===== config.mk =====
export PLATFORM = sky130hd
export DESIGN_NAME = camac_cycle_sequencer
export DESIGN_NICKNAME = d
export VERILOG_FILES = /design/src/rtl/sm2201_pkg.sv /design/src/rtl/seq_down_counter.sv /design/src/rtl/camac_cycle_sequencer.sv
export SDC_FILE = /design/constraint.sdc
export NUM_CORES = 1
export LEC_CHECK = 0
export CAP_MARGIN = 15
export CORE_MARGIN = 2
export CORE_UTILIZATION = 46
export CTS_BUF_LIST = sky130_fd_sc_hd__clkbuf_4 sky130_fd_sc_hd__clkbuf_8
export DETAILED_ROUTE_END_ITERATION = 12
export PLACE_DENSITY = 0.66
export SETUP_SLACK_MARGIN = 0.4
export SLEW_MARGIN = 20
export SYNTH_ARGS = -nofsm -noshare
export SYNTH_HDL_FRONTEND = slang
export SYNTH_SLANG_ARGS = --single-unit

===== constraint.sdc =====
create_clock -name clk -period 2.25 [get_ports clk]
set_clock_uncertainty 0.15 [all_clocks]
set_input_delay 0.45 -clock clk [delete_from_list [all_inputs] [get_ports clk]]
set_output_delay 0.45 -clock clk [all_outputs]
set_load 0.02 [all_outputs]

===== src/rtl/sm2201_pkg.sv =====
// Shared types and timing defaults for the ISA-to-CAMAC cycle sequencer.
package sm2201_pkg;

  typedef enum logic [2:0] {
    ST_IDLE,
    ST_SETUP,
    ST_S1,
    ST_GAP,
    ST_S2,
    ST_DONE,
    ST_TOUT
  } seq_state_t;

  localparam int DEF_S1_CYCLES      = 2;
  localparam int DEF_GAP_CYCLES     = 1;
  localparam int DEF_S2_CYCLES      = 2;
  localparam int DEF_TIMEOUT_CYCLES = 255;

  // Bits needed to hold the largest of the four cycle counts.
  function automatic int clog2_max(input int p0, input int p1, input int p2, input int p3);
    int m;
    m = p0;
    if (p1 > m) m = p1;
    if (p2 > m) m = p2;
    if (p3 > m) m = p3;
    return $clog2(m + 1);
  endfunction

endpackage


===== src/rtl/seq_down_counter.sv =====
// Loadable down-counter that stops at zero; reused for every timed phase.
module seq_down_counter #(
  parameter int CNT_W = 8
) (
  input  logic             clk,
  input  logic             reset_n,
  input  logic             load,
  input  logic [CNT_W-1:0] load_val,
  input  logic             dec,
  output logic [CNT_W-1:0] cnt,
  output logic             zero
);

  // Load has priority; decrement saturates at zero.
  always_ff @(posedge clk or negedge reset_n) begin
    if (!reset_n) begin
      cnt <= '0;
    end else if (load) begin
      cnt <= load_val;
    end else if (dec && (cnt != '0)) begin
      cnt <= cnt - CNT_W'(1);
    end
  end

  assign zero = (cnt == '0);

endmodule


===== src/rtl/camac_cycle_sequencer.sv =====
// Turns one ISA access (sel/tim) into a CAMAC S1/S2 strobe cycle with
// optional X-response wait, timeout, completion interrupt and status.
module camac_cycle_sequencer
  import sm2201_pkg::*;
#(
  parameter int ADDR_W         = 2,
  parameter int S1_CYCLES      = DEF_S1_CYCLES,
  parameter int GAP_CYCLES     = DEF_GAP_CYCLES,
  parameter int S2_CYCLES      = DEF_S2_CYCLES,
  parameter int WAIT_X         = 0,
  parameter int TIMEOUT_CYCLES = DEF_TIMEOUT_CYCLES,
  parameter int CNT_W          = clog2_max(S1_CYCLES, GAP_CYCLES, S2_CYCLES, TIMEOUT_CYCLES)
) (
  input  logic              clk,
  input  logic              reset_n,
  input  logic [ADDR_W-1:0] a,
  input  logic              w,
  input  logic              sel,
  input  logic              tim,
  input  logic              ie,
  input  logic              cx1,
  output logic              rdy,
  output logic              c1,
  output logic              c2,
  output logic              sel2,
  output logic              x0,
  output logic              x1,
  output logic              irq,
  output logic              tout,
  output logic [ADDR_W-1:0] a_q,
  output logic              w_q
);

  // In X-wait mode the counter spans the whole timeout window and the
  // minimum S1 length is detected by comparing against a threshold.
  localparam int               S1_LOAD_I = (WAIT_X != 0) ? TIMEOUT_CYCLES - 1 : S1_CYCLES - 1;
  localparam logic [CNT_W-1:0] S1_LOAD   = CNT_W'(S1_LOAD_I);
  localparam logic [CNT_W-1:0] GAP_LOAD  = CNT_W'((GAP_CYCLES > 0) ? GAP_CYCLES - 1 : 0);
  localparam logic [CNT_W-1:0] S2_LOAD   = CNT_W'(S2_CYCLES - 1);
  localparam int               MIN_THR   = TIMEOUT_CYCLES - S1_CYCLES;

  seq_state_t       state, state_nx;
  logic             cnt_load, cnt_dec, cnt_zero;
  logic [CNT_W-1:0] cnt_val, cnt;
  logic             start, s1_min_ok, s1_done, s1_tout, entry_q;

  seq_down_counter #(.CNT_W(CNT_W)) u_cnt (
    .clk      (clk),
    .reset_n  (reset_n),
    .load     (cnt_load),
    .load_val (cnt_val),
    .dec      (cnt_dec),
    .cnt      (cnt),
    .zero     (cnt_zero)
  );

  assign start     = (state == ST_IDLE) && !sel && !tim;
  assign s1_min_ok = (MIN_THR >= 0) && (int'(cnt) <= MIN_THR);
  // X wins over timeout when both happen on the same cycle.
  assign s1_done   = (state == ST_S1) && ((WAIT_X == 0) ? cnt_zero : (s1_min_ok && cx1));
  assign s1_tout   = (state == ST_S1) && (WAIT_X != 0) && cnt_zero && !(s1_min_ok && cx1);

  // State register.
  always_ff @(posedge clk or negedge reset_n) begin
    if (!reset_n) state <= ST_IDLE;
    else          state <= state_nx;
  end

  // Next-state and counter control.
  always_comb begin
    state_nx = state;
    cnt_load = 1'b0;
    cnt_val  = '0;
    cnt_dec  = 1'b0;
    case (state)
      ST_IDLE:  if (start) state_nx = ST_SETUP;
      ST_SETUP: begin
        state_nx = ST_S1;
        cnt_load = 1'b1;
        cnt_val  = S1_LOAD;
      end
      ST_S1: begin
        cnt_dec = 1'b1;
        if (s1_done) begin
          cnt_load = 1'b1;
          if (GAP_CYCLES > 0) begin
            state_nx = ST_GAP;
            cnt_val  = GAP_LOAD;
          end else begin
            state_nx = ST_S2;
            cnt_val  = S2_LOAD;
          end
        end else if (s1_tout) begin
          state_nx = ST_TOUT;
        end
      end
      ST_GAP: begin
        cnt_dec = 1'b1;
        if (cnt_zero) begin
          state_nx = ST_S2;
          cnt_load = 1'b1;
          cnt_val  = S2_LOAD;
        end
      end
      ST_S2: begin
        cnt_dec = 1'b1;
        if (cnt_zero) state_nx = ST_DONE;
      end
      ST_DONE, ST_TOUT: if (sel) state_nx = ST_IDLE;
      default: state_nx = ST_IDLE;
    endcase
  end

  // Marks the first cycle spent in DONE/TOUT so irq fires exactly once.
  always_ff @(posedge clk or negedge reset_n) begin
    if (!reset_n) entry_q <= 1'b0;
    else          entry_q <= (state_nx != state) && (state_nx inside {ST_DONE, ST_TOUT});
  end

  // Registered outputs: strobes follow the state one cycle later; status is sticky per access.
  always_ff @(posedge clk or negedge reset_n) begin
    if (!reset_n) begin
      rdy  <= 1'b1;
      c1   <= 1'b0;
      c2   <= 1'b0;
      sel2 <= 1'b0;
      irq  <= 1'b0;
      x0   <= 1'b0;
      x1   <= 1'b0;
      tout <= 1'b0;
      a_q  <= '0;
      w_q  <= 1'b0;
    end else begin
      rdy  <= state inside {ST_IDLE, ST_DONE, ST_TOUT};
      c1   <= (state == ST_S1);
      c2   <= (state == ST_S2);
      sel2 <= state inside {ST_SETUP, ST_S1, ST_GAP, ST_S2};
      irq  <= entry_q && ie;
      if (start) begin
        a_q  <= a;
        w_q  <= w;
        x0   <= 1'b0;
        x1   <= 1'b0;
        tout <= 1'b0;
      end else if (s1_done) begin
        x1 <= cx1;
        x0 <= ~cx1;
      end else if (state == ST_TOUT) begin
        tout <= 1'b1;
        x0   <= 1'b1;
      end
    end
  end

endmodule


==> results of run 1 <==
report_power, final:
part / total, mW / switching, mW / internal (mW)
Clock: 0.206 / 0.125 / 0.0812
Combinational: 1.43 / 0.761 / 0.668
Sequential: 0.712 / 0.124 / 0.588
Total: 2.35 / 1.01 / 1.34
cells in the mapped netlist (2+ instances only):
cell / count
a21oi_1: 6
dfrtp_1: 22
xor2_1: 2
inv_1: 5
buf_1: 2
nor2_1: 16
a211oi_1: 4
o21ai_0: 5
nor2b_1: 2
mux2_2: 4
nand3_1: 3
xnor2_1: 4
and3b_1: 3
nand2_1: 4
nand2b_1: 4
and2_1: 2
critical path: stages (launching register included):
cell and delay, ns:
dfrtp_2 0.43, or4_4 0.58, nor3_4 0.26, nand3_1 0.13, and3b_1 0.19
area by class of cell:
class,count,area (um2)
Multi-Input combinational cell,82,724.4
Fill cell,194,787.0
Clock buffer,4,30.03
Timing Repair Buffer,38,322.8
Inverter,5,18.77
Sequential cell,23,579.3
Tap cell,30,37.54
per-layer routing:
layer | vias up | GRT usage, %
met5 | - | 0
met4 | 0 | 6.620
met3 | 6 | 3.721
met2 | 27 | 29.42
met1 | 487 | 24.78
li1 | 478 | -
metrics by stage:
| stage | utilization (%) | power, mW | hold WS (ns) |
|---|---|---|---|
| after global routing | 68.52 | 2.519 | 0.3487 |
| after detailed placement | 61.01 | 1.924 | 0.2968 |
| final | 68.52 | 2.348 | 0.3259 |
| after global placement | 61.01 | 1.885 | 0.2948 |
| after floorplan | - | 1.564 | 0.004409 |
| after CTS | 65.27 | 2.205 | 0.3279 |
final timing paths:
check / to / slack, ns / start
max: state[1] / 0.41 / u_cnt.cnt[3]
min: u_cnt.cnt[7] / 0.33 / reset_n
max in group asynchronous: rdy / 1.34 / reset_n
min reg2reg: irq / 0.33 / entry_q
max reg2reg: state[1] / 0.41 / u_cnt.cnt[3]
min in group clk: irq / 0.33 / entry_q
state kept, by name, indices dropped and copies added, names as in the netlist:
register and cells:
entry_q 1, x0 1, c1 1, x1 1
a_q 2, rdy 1, w_q 1, tout 1
irq 1, u_cnt.cnt 8, sel2 1, c2 1
state 3
timing repair:
item                                    4_1_cts  5_1_grt
setup buffers                                 8        3
gates resized for setup                      18       12
endpoints found under the setup margin       26       15
pin swaps                                     6        6
cloned                                        0        0
cells by family (layout without fill, tap and decap cells):
| family | Yosys count | after routing |
|---|---|---|
| AO/OA/AOI/OAI | 25 | 25 |
| XOR/XNOR | 6 | 6 |
| adder cells (fa/ha/maj) | 1 | 1 |
| buffers and inverters | 9 | 47 |
| flip-flops | 23 | 23 |
| multiplexers | 5 | 5 |
| AND/OR/NAND/NOR | 45 | 45 |
cells in the final DEF, fill, tap and decap left out, types with 3 or more instances in the layout:
cell type         n
dfrtp_1          20
buf_4            19
nor2_1           16
dlygate4sd2_1    10
clkdlybuf4s50_1   8
inv_1             4
xnor2_1           4
a21oi_1           4
mux2_2            4
clkbuf_4          4
nand2_1           3
nand2b_1          3
o21ai_0           3
and3b_1           3
==> flow_metrics.env, run 1 <==
export IMPL_root_buffer="clkbuf_4"
export IMPL_relSlewSlack_pct=76.68
export IMPL_drt_first_pass_iters=4
export IMPL_first_iter_violations=6
export IMPL_wl_per_cell_um=14.91
export IMPL_setup_viol=0
export IMPL_chipHeight_um=55.68
export IMPL_synth_cells=114
export IMPL_postCtsHoldBufs=0
export IMPL_status="finished clean"
export IMPL_avgSynthCellArea_um2=10.78
export IMPL_crit_fanout=4
export IMPL_dieArea_mm2=0.003100
export IMPL_ant_nets=0
export IMPL_cellPowerDensity_mw_per_mm2=1371
export IMPL_tritoncts="built"
export IMPL_hold_violations=0
export IMPL_initial_utilization_pct=49.15
export IMPL_synth_top_family_by_area="simple AND/OR/NAND/NOR gates"
export IMPL_wl_met2_um=1320
export IMPL_gr_usage_all_layers_pct=18.44
export IMPL_viasPerCell=5.484
export IMPL_synth_mux_area_share_pct=4.481
export IMPL_synthTopCellsByArea="dfrtp_1, nor2_1, mux2_2"
export IMPL_ir_drop_mv=0.8217
export IMPL_clkTransAtPathRegs_ns=0.13
export IMPL_synth_xor_area_share_pct=4.277
export IMPL_dr_total_vias=998
export IMPL_io_buffers=19
export IMPL_synth_simple_area_share_pct=23.01
export IMPL_crit_arrival_ns=1.90
export IMPL_routedLengthMet1_um=1247
export IMPL_grt_pass1_vias=992
export IMPL_maxCapViolations=0
export IMPL_stdcell_area_mm2=0.001713
export IMPL_die_w_um=55.68
export IMPL_ioPinCount=20
export IMPL_worstMarginPinSlew_ns=0.3499
export IMPL_placementRows=18
export IMPL_criticalPathCategory="flop to flop"
export IMPL_layout_nets=163
export IMPL_pre_cts_ws_ns=0.06287
export IMPL_timing_setup_tns_ns=0
export IMPL_syn_area_mm2=0.001229
export IMPL_max_freq_ghz=0.5427
export IMPL_grt_ovfl_total=0
export IMPL_yosysWarnings=0
export IMPL_async_flop_share_pct=100.0
export IMPL_final_instance_count_excl_fill=182
export IMPL_slew_viol_final=0
export IMPL_hp_class="primary input to async pin"
export IMPL_synth_fp_nets=124
export IMPL_antenna_found_initial=0
export IMPL_synth_top_cell_area_share_pct=44.81
export IMPL_clockBufferDepth=2
export IMPL_post_route_period_util_pct=81.89
export IMPL_grt_setup_unrepaired="true"
export IMPL_netlist_top_cell_by_area="dfrtp_1"
export IMPL_clock_sinks=23
export IMPL_clk_insertion_delay_late_ns=0.31
export IMPL_dr_wl_met3_um=108
export IMPL_core_area_mm2=0.002500
export IMPL_worst_slack_ns=0.4075
export IMPL_htreeDepth=1
export IMPL_synthAdderAreaFrac_pct=1.018
export IMPL_drc=0
export IMPL_critical_path_required_ns=2.31
export IMPL_ys_ff_latch=23
export IMPL_routabilityCongestion=0.7523
export IMPL_synth_compound_area_share_pct=17.41
export IMPL_top_layer="met4"
export IMPL_wl_um=2714
export IMPL_dpl_cell_count=167
export IMPL_r2r_cells=4
export IMPL_drive_gt1_share_pct=36.84
export IMPL_syn_to_final_growth_pct=39.41
export IMPL_synth_edff_count=0
export IMPL_grt_max_degree=24
export IMPL_dpl_instance_area_mm2=0.001525
export IMPL_hpwl_um=1746
export IMPL_grt_pass1_wl_um=4602
export IMPL_ys_seq_area_share_pct=46.95
export IMPL_end_kind="flop"
export IMPL_ys_flop_type="dfrtp_1"
export IMPL_min_period_ns=1.842
export IMPL_antenna_cells=0
export IMPL_ys_types=42
export IMPL_cts_buffers_inserted=3
export IMPL_cp_start_kind="flop"
export IMPL_p_leak_nw=0.7319
No activity file was read; power rests on OpenSTA's default activity.
==> inputs of run 2 (changes only) <==
==> constraint.sdc (replaced) <==
create_clock -name clk -period 1.9 [get_ports clk]
set_clock_uncertainty 0.15 [all_clocks]
set_input_delay 0.38 -clock clk [delete_from_list [all_inputs] [get_ports clk]]
set_output_delay 0.38 -clock clk [all_outputs]
set_load 0.02 [all_outputs]
==> run 2 against run 1 <==
- design area grew 9.0%
- largest power group unchanged
- non-clock buffer count up 16
- power is 30% higher
==> flow_metrics.env, run 2 (same netlist as run 1, synthesis figures left out) <==
export IMPL_final_instance_count_excl_fill=198
export IMPL_clockBufferDepth=2
export IMPL_clkTransAtPathRegs_ns=0.12
export IMPL_grt_pass1_wl_um=4919
export IMPL_end_kind="flop"
export IMPL_crit_fanout=6
export IMPL_relSlewSlack_pct=79.68
export IMPL_dpl_cell_count=177
export IMPL_top_register="u_cnt.cnt"
export IMPL_layout_common_cells="buf_4, dfrtp_1, nor2_1"
export IMPL_syn_to_final_growth_pct=51.93
export IMPL_pre_cts_ws_ns=-0.09729
export IMPL_cts_buffers_inserted=3
export IMPL_whs_ns=0.2457
export IMPL_first_iter_violations=9
export IMPL_n_fill_cell=173
export IMPL_hp_class="primary input to async pin"
export IMPL_wl_um=2798
export IMPL_power_mw=3.046
export IMPL_dieArea_mm2=0.003100
export IMPL_antenna_cells=0
export IMPL_largest_register_ffs=8
export IMPL_grt_ovfl_total=0
export IMPL_ir_drop_mv=1.067
export IMPL_fin_util_pct=74.67
export IMPL_largestRegisters="u_cnt.cnt (8), state (3), a_q (2)"
export IMPL_seq_area_um2=578.1
export IMPL_io_buffers=19
export IMPL_grt_pass1_vias=1130
export IMPL_layout_nets=179
export IMPL_final_common_cell="buf_4"
export IMPL_post_route_period_util_pct=96.18
export IMPL_hold_violations=0
export IMPL_timing_setup_tns_ns=0
export IMPL_max_freq_ghz=0.5472
export IMPL_antenna_found_initial=0
export IMPL_root_buffer="clkbuf_4"
export IMPL_path_cells="inv_2 -> ha_4 -> nor3b_4 -> buf_6 -> a221oi_4 -> and3_4 -> o21ba_4"
export IMPL_drc=0
export IMPL_ant_nets=0
export IMPL_core_area_mm2=0.002500
export IMPL_drive_gt1_share_pct=50.00
export IMPL_stdcell_area_mm2=0.001867
export IMPL_clk_insertion_delay_late_ns=0.31
export IMPL_initial_utilization_pct=49.15
export IMPL_placementRows=18
export IMPL_htreeDepth=1
export IMPL_crit_arrival_ns=1.94
export IMPL_ioPinCount=20
export IMPL_critical_path_required_ns=2.01
export IMPL_setup_viol=0
export IMPL_viasPerCell=5.359
export IMPL_min_period_ns=1.827
export IMPL_dr_total_vias=1061
export IMPL_slew_viol_final=0
export IMPL_clock_sinks=23
export IMPL_hpwl_um=1876
export IMPL_worstMarginPinSlew_ns=0.3048
export IMPL_slowest_stage="dfrtp_1"
export IMPL_cp_start_kind="flop"
export IMPL_multiInputGateArea_um2=757.0
export IMPL_routabilityCongestion=0.7528
export IMPL_drt_first_pass_iters=4
export IMPL_chipHeight_um=55.68
export IMPL_criticalPathCategory="flop to flop"
export IMPL_maxCapViolations=0
export IMPL_wl_per_cell_um=14.13
export IMPL_p_leak_nw=0.8072
export IMPL_cpPeakStageDelay_ns=0.41
export IMPL_dpl_instance_area_mm2=0.001632
export IMPL_worst_slack_ns=0.07267
export IMPL_grt_setup_unrepaired="true"
export IMPL_r2r_cells=7
export IMPL_gr_usage_all_layers_pct=19.74
export IMPL_die_w_um=55.68
export IMPL_cellPowerDensity_mw_per_mm2=1632
export IMPL_grt_max_degree=24
export IMPL_tritoncts="built"
export IMPL_postCtsHoldBufs=0
export IMPL_status="finished clean"
## run 2: path summary, 6_finish.rpt
kind,from,to,slack (ns)
setup / recovery,u_cnt.cnt[0],u_cnt.cnt[5],0.07
hold / removal,reset_n,w_q,0.25
setup reg to reg,u_cnt.cnt[0],u_cnt.cnt[5],0.07
hold reg to reg,entry_q,irq,0.32
max in group asynchronous,reset_n,rdy,1.08
min in group clk,entry_q,irq,0.32
## run 2: critical path, delay by kind of cell, from the launching register on
kind,cells,cell delay [ns]
compound gates,2,0.45
flops,1,0.41
simple gates,2,0.39
buf+inv,2,0.22
fa+ha+maj,1,0.16
## run 2: repair_timing
item | CTS | global route
setup endpoints to repair | 29 | 24
pin swaps | 14 | 4
buffers inserted | 14 | 3
gates resized for setup | 56 | 18
## run 2: area by class of cell
type / instances / area share (%)
multi-input cells: 82 / 40.55
flip-flops and latches: 23 / 30.97
repair buffers: 54 / 23.86
well taps: 30 / 2.011
clock buffers: 4 / 1.609
inverters: 5 / 1.005
## run 2: per-layer routing
layer / global-route usage (%) / part of all wire (%)
met3: 3.721 / 3.7
met1: 24.03 / 45
met5: 0 / 0
met4: 6.272 / 1.6
met2: 35.03 / 50
## run 2: report_power, final
group | switching, mW | internal [mW] | leakage (nW)
logic | 0.967 | 0.997 | 0.509
registers | 0.146 | 0.695 | 0.280
clock network | 0.145 | 0.0963 | 0.0184
==> inputs of run 3 (changes only) <==
--- a/config.mk
+++ b/config.mk
@@ -5,13 +5,13 @@
 export SDC_FILE = /design/constraint.sdc
 export NUM_CORES = 1
 export LEC_CHECK = 0
+export ABC_CLOCK_PERIOD_IN_PS = 1900
 export CAP_MARGIN = 15
 export CORE_MARGIN = 2
 export CORE_UTILIZATION = 46
-export CTS_BUF_LIST = sky130_fd_sc_hd__clkbuf_4 sky130_fd_sc_hd__clkbuf_8
 export DETAILED_ROUTE_END_ITERATION = 12
 export PLACE_DENSITY = 0.66
-export SETUP_SLACK_MARGIN = 0.4
+export SETUP_SLACK_MARGIN = 0.02
 export SLEW_MARGIN = 20
 export SYNTH_ARGS = -nofsm -noshare
 export SYNTH_HDL_FRONTEND = slang
==> run 3 against run 2 <==
- sequential share of layout area increased by 3.6 points
- die area did not move
- utilization is 7.9 points lower
- combinational power shrank 21%
- clock-buffer cell count unchanged
- non-clock buffer count shrank 12
- power fell by 14%
- via count shrank 7.7%
- critical endpoint is now state[1]
- design area is 11% lower
- sequential power down 2%
- clock power down 5%
- largest cell class unchanged
- cell count fell by 6.1%
==> flow_metrics.env, run 3 (same netlist as run 1, synthesis figures left out) <==
export IMPL_postCtsHoldBufs=0
export IMPL_cts_buffers_inserted=3
export IMPL_criticalPathCategory="flop to flop"
export IMPL_whs_ns=0.2450
export IMPL_grt_max_degree=24
export IMPL_ant_nets=0
export IMPL_post_route_period_util_pct=97.03
export IMPL_antenna_found_initial=0
export IMPL_dr_total_vias=979
export IMPL_grt_pass1_vias=951
export IMPL_drc=0
export IMPL_largest_register_ffs=8
export IMPL_swShare_pct=40.79
export IMPL_wl_per_cell_um=13.49
export IMPL_p_leak_nw=0.7093
export IMPL_crit_arrival_ns=1.92
export IMPL_hp_class="primary input to async pin"
export IMPL_wl_um=2509
export IMPL_critical_path_required_ns=1.97
export IMPL_root_buffer="clkbuf_4"
export IMPL_largestRegisters="u_cnt.cnt (8), state (3), a_q (2)"
export IMPL_clockBufferDepth=2
export IMPL_die_w_um=55.68
export IMPL_syn_to_final_growth_pct=35.85
export IMPL_dieArea_mm2=0.003100
export IMPL_chipHeight_um=55.68
export IMPL_tritoncts="built"
export IMPL_cp_start_kind="flop"
export IMPL_p_sw_mw=1.063
export IMPL_power_share_combinational_pct=59.4
export IMPL_relSlewSlack_pct=73.25
export IMPL_first_iter_violations=31
export IMPL_antenna_cells=0
export IMPL_viasPerCell=5.263
export IMPL_max_freq_ghz=0.5425
export IMPL_grt_setup_unrepaired="true"
export IMPL_cellPowerDensity_mw_per_mm2=1561
export IMPL_clk_insertion_delay_late_ns=0.32
export IMPL_placementRows=18
export IMPL_clock_sinks=23
export IMPL_top_register="u_cnt.cnt"
export IMPL_layout_nets=167
export IMPL_grt_ovfl_total=0
export IMPL_hpwl_um=1894
export IMPL_worstMarginPinSlew_ns=0.3982
export IMPL_routabilityCongestion=0.7543
export IMPL_status="finished clean"
export IMPL_clkTransAtPathRegs_ns=0.13
export IMPL_maxCapViolations=0
export IMPL_n_fill_cell=197
export IMPL_core_area_mm2=0.002500
export IMPL_drive_gt1_share_pct=32.05
export IMPL_hold_violations=0
export IMPL_ir_drop_mv=0.9532
export IMPL_grt_pass1_wl_um=4257
export IMPL_io_buffers=19
export IMPL_ioPinCount=20
export IMPL_final_common_cell="buf_4"
export IMPL_clock_power_share_pct=8.8
export IMPL_slew_viol_final=0
export IMPL_stdcell_area_mm2=0.001669
export IMPL_gr_usage_all_layers_pct=17.29
export IMPL_crit_fanout=4
export IMPL_htreeDepth=1
export IMPL_dpl_instance_area_mm2=0.001605
export IMPL_initial_utilization_pct=49.15
export IMPL_intPower_mw=1.542
export IMPL_min_period_ns=1.843
export IMPL_layout_common_cells="buf_4, dfrtp_1, clkdlybuf4s50_1"
export IMPL_setup_viol=0
export IMPL_end_kind="flop"
export IMPL_drt_first_pass_iters=4
export IMPL_pwr_share_seq_pct=31.7
-- run 3: cell count changes in the layout (fill, tap and decap cells not counted), sizes merged --
cell and change:
buf -23, clkdlybuf4s50 +10, dlygate4sd2 +1
-- run 3: power by group through the flow --
| stage | clock, mW | sequential [mW] | combinational [mW] |
|---|---|---|---|
| after floorplan | 0 | 0.984 | 0.849 |
| after global placement | 0 | 0.827 | 1.48 |
| after detailed placement | 0 | 0.838 | 1.51 |
| after CTS | 0.237 | 0.829 | 1.53 |
| after global routing | 0.253 | 0.850 | 1.69 |
| final | 0.230 | 0.827 | 1.55 |
-- run 3: layout make-up --
cell class / instances / area [um2] / share of cell area (%)
timing repair buffer: 42 / 361.6 / 21.66
sequential: 23 / 576.8 / 34.56
clock buffer: 4 / 26.28 / 1.574
inverter: 5 / 18.77 / 1.124
multi-input combinational: 82 / 648.1 / 38.83
tap: 30 / 37.54 / 2.249
-- run 3: stage by stage --
stage,total power [mW],TNS (ns),cells,utilization (%),setup WS (ns)
after floorplan,1.834,0,114,-,0.02401
after global placement,2.307,-0.2212,179,64.21,-0.06972
after detailed placement,2.353,-0.4072,179,64.21,-0.1194
after CTS,2.593,0,184,65.62,0.04350
after global routing,2.798,-0.1580,186,66.77,-0.04468
final,2.605,0,186,66.77,0.05652
-- run 3: path summary, 6_finish.rpt --
path	startpoint	end	slack [ns]	depth (start not counted)
worst max register to register	u_cnt.cnt[5]	state[1]	0.06	4
min in group clk	entry_q	irq	0.34	1
worst min register to register	entry_q	irq	0.34	1
worst max-delay path	u_cnt.cnt[5]	state[1]	0.06	4
worst min-delay path	reset_n	a_q[1]	0.25	2
max in group asynchronous	reset_n	rdy	1.07	2
-- run 3: per-layer routing --
layer / vias up / GRT usage, % / part of all wire, % / wire length [um]
li1: 491 / - / - / -
met1: 460 / 22.52 / 47 / 1186
met2: 23 / 27.72 / 47 / 1181
met3: 5 / 3.023 / 3.6 / 90
met4: 0 / 8.362 / 2.0 / 51
met5: - / 0 / 0 / 0
-- run 3: worst max-delay path, cell delays in order (launching register included) --
cell	delay [ns]
dfrtp_1	0.45
or4_4	0.58
nor3_4	0.26
nand3_1	0.13
and3b_1	0.19
-- run 3: timing repair --
action / in CTS / in global routing
pin swaps: 1 / 2
buffers inserted: 1 / 2
endpoints found under the setup margin: 5 / 14
hold endpoints to repair: 0 / 0
gates resized for setup: 2 / 4
